## src/rtl/ifetch_unit_pkg.sv

```systemverilog
// Shared encodings for the fetch stage: next-PC select values, FSM states
// and the default reset vector.
package ifetch_unit_pkg;

  localparam logic [31:0] DEFAULT_RESET_PC = 32'h0000_3000;

  localparam logic [1:0] PC_MUX_SEL_PC4 = 2'b00;
  localparam logic [1:0] PC_MUX_SEL_BR  = 2'b01;
  localparam logic [1:0] PC_MUX_SEL_J   = 2'b10;
  localparam logic [1:0] PC_MUX_SEL_JR  = 2'b11;

  typedef enum logic [1:0] {
    ST_FETCH = 2'd0,
    ST_EXEC  = 2'd1,
    ST_FAULT = 2'd2
  } state_e;

  function automatic logic word_aligned(input logic [31:0] addr);
    return addr[1:0] == 2'b00;
  endfunction

endpackage

```

## src/rtl/ifetch_unit_if.sv

```systemverilog
// Instruction-memory request/acknowledge bus between the fetch stage and memory.
interface ifetch_unit_if;
  logic        im_req;
  logic [31:0] im_addr;
  logic        im_ack;
  logic [31:0] im_rdata;

  modport master (output im_req, output im_addr, input im_ack, input im_rdata);
  modport slave  (input im_req, input im_addr, output im_ack, output im_rdata);
endinterface

```

## src/rtl/ifetch_unit_npc.sv

```systemverilog
// Combinational next-PC selection with misaligned-target detection.
module ifetch_unit_npc
  import ifetch_unit_pkg::*;
(
  input  logic [31:0] pc_plus4_i,
  input  logic [1:0]  pc_sel_i,
  input  logic        br_taken_i,
  input  logic [15:0] imm16_i,
  input  logic [25:0] imm26_i,
  input  logic [31:0] jr_target_i,
  output logic [31:0] npc_o,
  output logic        misalign_o
);

  logic [31:0] br_offset;

  assign br_offset = {{14{imm16_i[15]}}, imm16_i, 2'b00};

  always_comb begin
    // NOTE: every always_comb output gets a default first so no path leaves it
    // unassigned, which would otherwise infer a latch.
    npc_o = pc_plus4_i;
    case (pc_sel_i)
      PC_MUX_SEL_BR: if (br_taken_i) npc_o = pc_plus4_i + br_offset;
      PC_MUX_SEL_J:  npc_o = {pc_plus4_i[31:28], imm26_i, 2'b00};
      PC_MUX_SEL_JR: npc_o = jr_target_i;
      default:       npc_o = pc_plus4_i;
    endcase
  end

  assign misalign_o = !word_aligned(npc_o);

endmodule

```

## src/rtl/ifetch_unit.sv

```systemverilog
// Fetch/PC sequencing stage: fetches one word, holds it for decode/execute,
// then commits the next PC when execute completes.
module ifetch_unit
  import ifetch_unit_pkg::*;
#(
  parameter logic [31:0] RESET_PC = DEFAULT_RESET_PC
) (
  input  logic          clk,
  input  logic          rstn,
  ifetch_unit_if.master im,
  input  logic          ex_done,
  input  logic [1:0]    PC_sel,
  input  logic          br_taken,
  input  logic [31:0]   jr_target,
  output logic [31:0]   instr,
  output logic [5:0]    opcode,
  output logic [5:0]    func,
  output logic [4:0]    rs,
  output logic [4:0]    rt,
  output logic [4:0]    rd,
  output logic [4:0]    shamt,
  output logic [15:0]   imm16,
  output logic [25:0]   imm26,
  output logic          instr_valid,
  output logic [31:0]   pc,
  output logic [31:0]   pc_plus4,
  output logic [31:0]   retired,
  output logic          fault
);

  state_e      state_q, state_d;
  logic [31:0] pc_q, pc_d;
  logic [31:0] instr_q, instr_d;
  logic [31:0] retired_q, retired_d;
  logic [31:0] npc;
  logic        npc_misalign;

  ifetch_unit_npc u_npc (
    .pc_plus4_i  (pc_plus4),
    .pc_sel_i    (PC_sel),
    .br_taken_i  (br_taken),
    .imm16_i     (imm16),
    .imm26_i     (imm26),
    .jr_target_i (jr_target),
    .npc_o       (npc),
    .misalign_o  (npc_misalign)
  );

  always_ff @(posedge clk or negedge rstn) begin
    // NOTE: state registers use non-blocking assignments so every flop samples
    // the pre-edge values regardless of statement order.
    if (!rstn) begin
      state_q   <= ST_FETCH;
      pc_q      <= RESET_PC;
      instr_q   <= '0;
      retired_q <= '0;
    end else begin
      state_q   <= state_d;
      pc_q      <= pc_d;
      instr_q   <= instr_d;
      retired_q <= retired_d;
    end
  end

  always_comb begin
    state_d   = state_q;
    pc_d      = pc_q;
    instr_d   = instr_q;
    retired_d = retired_q;
    case (state_q)
      ST_FETCH: begin
        if (im.im_ack) begin
          instr_d = im.im_rdata;
          state_d = ST_EXEC;
        end
      end
      ST_EXEC: begin
        if (ex_done) begin
          if (npc_misalign) begin
            state_d = ST_FAULT;
          end else begin
            pc_d      = npc;
            retired_d = retired_q + 32'd1;
            state_d   = ST_FETCH;
          end
        end
      end
      default: state_d = ST_FAULT;
    endcase
  end

  // Reset also gates the request so memory never sees one while rstn is low.
  assign im.im_req   = rstn && (state_q == ST_FETCH);
  assign im.im_addr  = pc_q;
  assign instr_valid = (state_q == ST_EXEC);
  assign fault       = (state_q == ST_FAULT);

  assign pc       = pc_q;
  assign pc_plus4 = pc_q + 32'd4;
  assign retired  = retired_q;
  assign instr    = instr_q;
  assign opcode   = instr_q[31:26];
  assign rs       = instr_q[25:21];
  assign rt       = instr_q[20:16];
  assign rd       = instr_q[15:11];
  assign shamt    = instr_q[10:6];
  assign func     = instr_q[5:0];
  assign imm16    = instr_q[15:0];
  assign imm26    = instr_q[25:0];

endmodule

```

## src/flat_wrapper.sv

```systemverilog
// flat-port wrapper written by rule: the top's interface ports become plain ports
module ifetch_unit_flat import ifetch_unit_pkg::*;
#(
  parameter logic [31:0] RESET_PC = DEFAULT_RESET_PC
)
  (clk, rstn, ex_done, PC_sel, br_taken, jr_target, instr, opcode, func, rs, rt, rd, shamt, imm16, imm26, instr_valid, pc, pc_plus4, retired, fault, im_im_req, im_im_addr, im_im_ack, im_im_rdata);
  ifetch_unit_if im_i ();
  input  logic clk;
  input  logic rstn;
  input  logic ex_done;
  input  logic [1:0] PC_sel;
  input  logic br_taken;
  input  logic [31:0] jr_target;
  output logic [31:0] instr;
  output logic [5:0] opcode;
  output logic [5:0] func;
  output logic [4:0] rs;
  output logic [4:0] rt;
  output logic [4:0] rd;
  output logic [4:0] shamt;
  output logic [15:0] imm16;
  output logic [25:0] imm26;
  output logic instr_valid;
  output logic [31:0] pc;
  output logic [31:0] pc_plus4;
  output logic [31:0] retired;
  output logic fault;
  output wire logic [$bits(im_i.im_req)-1:0] im_im_req;
  output wire logic [$bits(im_i.im_addr)-1:0] im_im_addr;
  input wire logic [$bits(im_i.im_ack)-1:0] im_im_ack;
  input wire logic [$bits(im_i.im_rdata)-1:0] im_im_rdata;
  assign im_im_req = im_i.im_req;
  assign im_im_addr = im_i.im_addr;
  assign im_i.im_ack = im_im_ack;
  assign im_i.im_rdata = im_im_rdata;
  ifetch_unit #(.RESET_PC(RESET_PC)) u_core (.clk(clk), .rstn(rstn), .im(im_i), .ex_done(ex_done), .PC_sel(PC_sel), .br_taken(br_taken), .jr_target(jr_target), .instr(instr), .opcode(opcode), .func(func), .rs(rs), .rt(rt), .rd(rd), .shamt(shamt), .imm16(imm16), .imm26(imm26), .instr_valid(instr_valid), .pc(pc), .pc_plus4(pc_plus4), .retired(retired), .fault(fault));
endmodule
```

## config.mk

```make
export PLATFORM = sky130hd
export DESIGN_NAME = ifetch_unit_flat
export DESIGN_NICKNAME = d
export VERILOG_FILES = /design/src/rtl/ifetch_unit_pkg.sv /design/src/rtl/ifetch_unit_if.sv /design/src/rtl/ifetch_unit_npc.sv /design/src/rtl/ifetch_unit.sv /design/src/flat_wrapper.sv
export SDC_FILE = /design/constraint.sdc
export NUM_CORES = 1
export LEC_CHECK = 0
export ABC_AREA = 1
export CAP_MARGIN = 20
export CORE_UTILIZATION = 34
export CTS_CLUSTER_SIZE = 16
export DETAILED_ROUTE_END_ITERATION = 8
export GPL_TIMING_DRIVEN = 1
export PLACE_DENSITY = 0.62
export SYNTH_ARGS = -nofsm -noshare
export SYNTH_HDL_FRONTEND = slang
export SYNTH_SLANG_ARGS = --single-unit
export TNS_END_PERCENT = 100
```

## constraint.sdc

```tcl
create_clock -name clk -period 4.5 [get_ports clk]
set_input_delay 0.675 -clock clk [delete_from_list [all_inputs] [get_ports clk]]
set_output_delay 0.675 -clock clk [all_outputs]
set_load 0.01 [all_outputs]
```

==> results of run 1 <==
==> synthesized netlist by cell type (all sizes together) (2+ instances only) <==
master	count	area share
a21oi	65	0.037
dfrtp	96	0.27
nor3	30	0.018
dfstp	2	0.0060
xor2	34	0.034
or2	8	0.0057
nor4	6	0.0043
a311oi	2	0.0020
and2	2	0.0014
a221oi	10	0.010
mux2	26	0.033
a22o	6	0.0060
a21o	4	0.0034
clkbuf	17	0.0073
inv	177	0.076
o211ai	4	0.0034
a221o	2	0.0023
o21ai	48	0.028
ha	37	0.053
nand4	21	0.017
nand3	82	0.047
nand2	360	0.15
xnor2	14	0.014
o21bai	6	0.0051
nor2	105	0.046
a31oi	2	0.0014
nand3b	6	0.0051
buf	112	0.094
==> logic make-up after synthesis <==
kind of cell             share of synthesized area
multiplexers                                0.0334
AND/OR/NAND/NOR                              0.302
flip-flops                                   0.280
buffers and inverters                        0.178
AO/OA/AOI/OAI                                0.104
XOR/XNOR                                    0.0480
adder cells (fa/ha/maj)                     0.0552
==> path summary, 6_finish.rpt <==
check	from	to	slack, ps	depth (start not counted)
max	u_core.im.im_addr[3]	u_core.im.im_addr[15]	500	20
min	rstn	u_core.retired[8]	290	1
max reg2reg	u_core.im.im_addr[3]	u_core.im.im_addr[15]	500	20
min reg2reg	u_core.retired[31]	u_core.retired[31]	470	1
max in group asynchronous	rstn	u_core.instr[19]	2920	2
min in group clk	u_core.retired[31]	u_core.retired[31]	470	1
==> state kept, by name, summed over array words and instances (netlist names) <==
name / count
u_core.im.im_addr: 32
u_core.state_q: 2
u_core.retired: 32
u_core.instr: 32
==> routing by layer <==
| metal | part of all wire | vias to the layer above | track usage |
|---|---|---|---|
| met1 | 0.44 | 4452 | 0.370 |
| li1 | - | 4453 | - |
| met5 | 0 | - | 0 |
| met2 | 0.46 | 441 | 0.447 |
| met4 | 0.027 | 0 | 0.0819 |
| met3 | 0.072 | 49 | 0.0441 |
==> stage by stage <==
stage | power [mW] | worst slack (ps) | area, um2 | hold WS (ps)
6_report | 1.93 | 497 | 11800 | 287
5_1_grt | 1.98 | 97.2 | 11800 | 318
4_1_cts | 1.94 | 580 | 11800 | 310
3_5_place_dp | 1.07 | 617 | 11400 | 458
3_3_place_gp | 1.06 | 632 | 11400 | 459
2_1_floorplan | 0.947 | 1470 | 8750 | 379
==> layout make-up <==
type / instances / share of cell area
timing repair buffer: 320 / 0.269
tap: 330 / 0.0351
inverter: 177 / 0.0565
multi-input combinational: 888 / 0.403
sequential: 98 / 0.209
clock inverter: 6 / 0.00702
clock buffer: 10 / 0.0203
==> critical path, stage by stage (launching register included) <==
cell     delay [ps]
dfrtp_1         430
ha_1            290
nand2_1         120
nor2_1          230
nand2_1         210
nor2_1          260
nand2_1         100
inv_1            80
nand2_1          50
nand2_1         120
inv_1           100
ha_1            330
a21oi_1         250
nand2_1         160
a21oi_1         300
nand2_1         230
or2_2           330
nand3_1          60
nand3_1          70
nand2_1         100
o21ai_0          70
==> power breakdown <==
group	internal, mW	switching (mW)
clock network	0.461	0.419
registers	0.880	0
logic	0.0759	0.0922
==> impl_metrics.toml, run 1 <==
[die]
ioPinCount = 308
core-area_mm2 = 0.0253
die_x_um = 162
dieHeight_um = 162
dieArea_mm2 = 0.0264
initial_utilization = 0.347
rows = 58

[drt]
ant_nets = 0
firstDrtPassIters = 6
drc_errors = 0
drtIter0Drc = 753
routed_via_density = 5.14
via_count = 9395
wl_um = 36600
wl_per_cell_um = 20.0

[grt]
grt_pass1_wl_um = 53900
grt_max_degree = 66
grt_antenna_before_repair = 0
grt.overflow.total = 0
grtUsageTotal = 0.274
grt_pass1_vias = 8753

[clock_network]
cts_made_buffers = 9
cts-resized-gates = 0
clock-sinks = 98
holdBufCountCts = 0
postCtsSetupRepairBufs = 0
h-tree-depth = 3
clock_path_buffers = 2
path_clk_slew_ps = 90
cts-root-buf = "clkbuf_16"
clock_latency_ps = 370
tritoncts = "yes"

[sta]
period_minus_slack_ps = 4000
maxSlewViolCount = 0
fin_worst_skew_ps = 14.9
setup_violations = 0
hold_viol = 0
maxSlewHeadroom = 0.285
finalCritPeriodShare = 0.890
rsz0062_at_grt = "no"
setup_tns_ps = 0
worst_pin_slew_ps = 1060
max_freq_ghz = 0.250

[setup_path]
critical_path_arrival_ps = 4260
crit_path_end_kind = "flop"
critical_path_class = "flop to flop"
worstPathMaxFanout = 6
worstPathRequired_ps = 4760
startpoint_type = "flop"

[layout]
areaGrowthSynthToFinish_pct = 34.4
post-route-util = 0.466
seq_area_mm2 = 0.00245
drive_gt1_frac = 0.0520
fin_cells = 1829
multi_input_area_mm2 = 0.00475
nets = 1603
mostFrequentLayoutCell = "nand2_1"
final_cell_mix = "359 x nand2_1, 306 x clkdlybuf4s50_1, 174 x inv_1, 102 x nor2_1, 96 x dfrtp_1"
fillers = 2626
diodes = 0

[pwr]
powerDensity_mw_per_mm2 = 164
ir_drop_uv = 172
p_leak_nw = 5.78

[synthesis]
seq_area_frac_synth = 0.280
netlist_area_mm2 = 0.00875
async_flop_share = 1.00
syn_area_per_cell_um2 = 6.78
yosysWarnings = 0
syn_nets = 1401
ys_ff_latch = 98
syn_inst = 1292
synth_ff_type = "dfrtp_1"
synth_cell_types = 45
synth_edf_count = 0

[place]
place_congestion = 1.01
dp_hpwl_um = 29300
port_buffers = 307
place_inst = 1813

[min_path]
hp-class = "input port to asynchronous set/reset pin"

[run_status]
status = "finished clean"

[job]
drv_cap = 0
No activity file was read; power rests on OpenSTA's default activity.
==> run 2, diff against run 1 <==
--- a/config.mk
+++ b/config.mk
@@ -7,11 +7,12 @@
 export LEC_CHECK = 0
 export ABC_AREA = 1
 export CAP_MARGIN = 20
+export CORE_MARGIN = 2
 export CORE_UTILIZATION = 34
-export CTS_CLUSTER_SIZE = 16
 export DETAILED_ROUTE_END_ITERATION = 8
 export GPL_TIMING_DRIVEN = 1
 export PLACE_DENSITY = 0.62
+export SLEW_MARGIN = 20
 export SYNTH_ARGS = -nofsm -noshare
 export SYNTH_HDL_FRONTEND = slang
 export SYNTH_SLANG_ARGS = --single-unit
==> impl_metrics.toml, run 2 (synthesis results as in run 1) <==
[run_status]
status = "finished clean"

[sta]
period_minus_slack_ps = 4180
hold_viol = 0
fin_worst_skew_ps = 10.8
setup_violations = 0
worst_pin_slew_ps = 975
max_freq_ghz = 0.239
setup_tns_ps = 0
finalCritPeriodShare = 0.928
maxSlewViolCount = 0
rsz0062_at_grt = "no"
maxSlewHeadroom = 0.343

[layout]
seq_area_mm2 = 0.00245
final_cell_mix = "359 x nand2_1, 306 x clkdlybuf4s50_1, 174 x inv_1, 101 x nor2_1, 96 x dfrtp_1"
fillers = 2684
multi_input_area_mm2 = 0.00475
nets = 1604
areaGrowthSynthToFinish_pct = 34.5
post-route-util = 0.466
diodes = 0
mostFrequentLayoutCell = "nand2_1"
drive_gt1_frac = 0.0533

[drt]
wl_um = 35600
via_count = 9247
drtIter0Drc = 772
drc_errors = 0
wl_per_cell_um = 19.5
ant_nets = 0
firstDrtPassIters = 5
routed_via_density = 5.05

[setup_path]
startpoint_type = "flop"
path_buf_inv = 2
critical_path_class = "flop to flop"
worstPathMaxFanout = 6
cpPeakStageDelay_ps = 470
critical_path_arrival_ps = 4420
crit_chain = "ha_1 > nand2_1 > nor2_1 > nand2_1 > nor2_1 > nand2_1 > inv_1 > nand2_1 > nand2_1 > inv_1 > ha_1 > a21oi_1 > nand2_1 > a21oi_1 > nand2_1 > or2_2 > nand3_1 > nand3_1 > nand2_1 > o21ai_0"
r2r_setup_slack_ps = 320
crit_top_cell = "nand2_1"
crit_path_end_kind = "flop"
crit_slowest_cell = "dfrtp_1"
critPathTopFamily = "simple AND/OR/NAND/NOR gates"
worstPathRequired_ps = 4740

[min_path]
hp-class = "input port to asynchronous set/reset pin"

[clock_network]
clock_latency_ps = 360
clock-sinks = 98
postCtsSetupRepairBufs = 0
holdBufCountCts = 0
clock_path_buffers = 2
cts-resized-gates = 0
cts_made_buffers = 9
h-tree-depth = 3
cts-root-buf = "clkbuf_16"
tritoncts = "yes"
path_clk_slew_ps = 80

[grt]
grt_util_met1 = 0.347
grt_pass1_wl_um = 52800
grtUsageTotal = 0.260
grt.overflow.total = 0
gr-max-usage-layer = "met2"
grt_max_degree = 57
grt_use_met2 = 0.422
grt_antenna_before_repair = 0
grt_pass1_vias = 8976
grtUsageMet3 = 0.0525

[place]
dp_hpwl_um = 28800
place_congestion = 0.996
port_buffers = 307

[job]
drv_cap = 0

[die]
ioPinCount = 308
rows = 58
dieArea_mm2 = 0.0270
core-area_mm2 = 0.0253
die_x_um = 164
dieHeight_um = 164
initial_utilization = 0.347

[pwr]
powerDensity_mw_per_mm2 = 163
p_leak_nw = 5.78
ir_drop_uv = 207
total_power_mw = 1.92
run 2: changes by cell type in the layout (fill, tap and decap cells not counted), sizes merged:
cell / previous run / this run
buf: 14 / 15
clkinv: 1 / 2
clkbuf: 10 / 9
run 2: stage by stage:
step	std cells	hold WS (ps)	cell area, um2	worst slack [ps]
2_1_floorplan	1292	379	8750	1470
3_3_place_gp	1814	461	11500	373
3_5_place_dp	1814	472	11500	471
4_1_cts	1830	483	11800	431
5_1_grt	1830	499	11800	16.4
6_report	1830	454	11800	324
run 2: area by class of cell:
| cell class | count | area share |
|---|---|---|
| repair buffers | 321 | 0.270 |
| flip-flops and latches | 98 | 0.208 |
| clock buffers | 9 | 0.0191 |
| inverters | 177 | 0.0564 |
| multi-input cells | 888 | 0.403 |
| well taps | 330 | 0.0351 |
| clock inverters | 7 | 0.00797 |
run 2: where the power goes:
group	internal, mW	switching [mW]	leakage [nW]
clock	0.449	0.423	0.153
combinational	0.0765	0.0902	4.38
sequential	0.880	0	1.25
run 2: per-layer routing:
layer,vias up,share of wire
li1,4462,-
met4,0,0.030
met5,-,0
met2,406,0.46
met3,50,0.081
met1,4329,0.43
run 2: final timing paths:
path                                       from                     to  cells past startpoint
max                        u_core.im.im_addr[3]  u_core.im.im_addr[15]                     20
min                                        rstn     u_core.retired[11]                      2
max reg2reg                u_core.im.im_addr[3]  u_core.im.im_addr[15]                     20
min reg2reg                  u_core.retired[31]     u_core.retired[31]                      1
max in group asynchronous                  rstn       u_core.instr[14]                      3
min in group clk             u_core.retired[31]     u_core.retired[31]                      1
==> run 3, diff against run 2 <==
--- a/config.mk
+++ b/config.mk
@@ -11,7 +11,7 @@
 export CORE_UTILIZATION = 34
 export DETAILED_ROUTE_END_ITERATION = 8
 export GPL_TIMING_DRIVEN = 1
-export PLACE_DENSITY = 0.62
+export PLACE_DENSITY = 0.65
 export SLEW_MARGIN = 20
 export SYNTH_ARGS = -nofsm -noshare
 export SYNTH_HDL_FRONTEND = slang
==> constraint.sdc (replaced) <==
create_clock -name clk -period 3.7 [get_ports clk]
set_input_delay 0.555 -clock clk [delete_from_list [all_inputs] [get_ports clk]]
set_output_delay 0.555 -clock clk [all_outputs]
set_load 0.02 [all_outputs]
==> impl_metrics.toml, run 3 (synthesis results as in run 1) <==
[setup_path]
cpPeakStageDelay_ps = 510
critical_path_class = "flop to flop"
worstPathRequired_ps = 3960
crit_top_cell = "nand2_1"
rr_worst_depth = 18
crit_path_end_kind = "flop"
crit_slowest_cell = "dfrtp_1"
crit_chain = "nand2_1 > nor2_1 > nand2_1 > nor2_1 > xnor2_1 > inv_1 > ha_1 > nand2_1 > nor2_1 > inv_1 > nor2_4 > nand4_1 > nand4_1 > nand3_1 > nand2_1 > nand2_1 > nand2_1 > nand2_1"
worstPathMaxFanout = 6
startpoint_type = "flop"
critical_path_arrival_ps = 3740

[grt]
grt_max_degree = 61
grt.overflow.total = 0
grtUsageTotal = 0.275
grt_pass1_vias = 9223
grt_antenna_before_repair = 0
grt_pass1_wl_um = 55400

[layout]
nets = 1634
fin_cells = 1861
areaGrowthSynthToFinish_pct = 37.6
fillers = 2595
mostFrequentLayoutCell = "nand2_1"
drive_gt1_frac = 0.0784
final_cell_mix = "357 x nand2_1, 306 x clkdlybuf4s50_1, 174 x inv_1, 99 x nor2_1, 94 x dfrtp_1"

[clock_network]
clock-sinks = 98
tritoncts = "yes"
clock_path_buffers = 2
path_clk_slew_ps = 80
h-tree-depth = 3
cts_made_buffers = 9
cts-root-buf = "clkbuf_16"
clock_latency_ps = 370

[die]
rows = 58
die_x_um = 164
dieArea_mm2 = 0.0270
ioPinCount = 308
initial_utilization = 0.347
core-area_mm2 = 0.0253
dieHeight_um = 164

[place]
dp_slack_ps = 35.3
place_inst = 1843
port_buffers = 307
dp_hpwl_um = 30000
place_congestion = 0.978

[drt]
drc_errors = 0
via_count = 9574
routed_via_density = 5.14
drtIter0Drc = 970
ant_nets = 0
firstDrtPassIters = 6
wl_um = 37300
wl_per_cell_um = 20.1

[sta]
finalCritPeriodShare = 0.940
worst_pin_slew_ps = 1010
max_freq_ghz = 0.288
hold_viol = 0
layout_setup_ws_ps = 223
maxSlewViolCount = 0
fin_worst_skew_ps = 12.8
maxSlewHeadroom = 0.328
whs_ps = 328
setup_violations = 0
period_minus_slack_ps = 3480

[min_path]
hp-class = "input port to asynchronous set/reset pin"

[run_status]
status = "finished clean"

[pwr]
p_leak_nw = 5.93
ir_drop_uv = 164
powerDensity_mw_per_mm2 = 195

[job]
drv_cap = 0
## run 3: final timing paths
check / start / endpoint / slack [ps]
min reg2reg: u_core.retired[31] / u_core.retired[31] / 470
max in group asynchronous: rstn / u_core.im.im_addr[7] / 2050
max reg2reg: u_core.im.im_addr[16] / u_core.im.im_addr[21] / 220
min in group clk: u_core.retired[31] / u_core.retired[31] / 470
min: rstn / u_core.retired[9] / 330
max: u_core.im.im_addr[16] / u_core.im.im_addr[21] / 220
## run 3: layout make-up
type,count,area [um2],area share
clock inverters,4,56.3,0.00467
well taps,330,413,0.0343
inverters,177,664,0.0551
flip-flops and latches,98,2460,0.204
repair buffers,351,3400,0.282
multi-input cells,888,4790,0.397
clock buffers,12,267,0.0221
diodes,1,2.50,0.000208
## run 3: metal layers
layer,vias up,wire length (um),part of all wire,global-route usage
met5,-,0,0,0
met1,4499,15600,0.42,0.362
li1,4519,-,-,-
met4,0,1070,0.029,0.0881
met2,494,17500,0.47,0.450
met3,62,3210,0.086,0.0585
## run 3: worst max-delay path, delay by kind of cell (launching register included)
kind,cells,cell delay [ps]
xor gates and xnor gates,1,200
adders and majority gates,1,440
and+or+nand+nor,14,1940
DFF,1,510
buffers and inverters,2,280
## run 3: through the flow
step                      area (um2)  TNS (ps)   util  total power [mW]
after floorplan                 8750         0      -              1.15
after global placement         11700     -41.6  0.462              1.30
after detailed placement       11700         0  0.462              1.30
after CTS                      12000         0  0.475              2.37
after global routing           12000     -14.0  0.477              2.42
final                          12000         0  0.477              2.35
## run 3: where the power goes
group | total (mW) | switching [mW] | internal [mW]
clock | 1.07 | 0.481 | 0.588
combinational | 0.209 | 0.114 | 0.0950
sequential | 1.07 | 0 | 1.07
## run 3: timing repair
action,in CTS,in global routing
hold buffers,0,0
buffers inserted,0,1
hold endpoints to repair,0,0
setup endpoints to repair,0,19
resized for setup,0,15
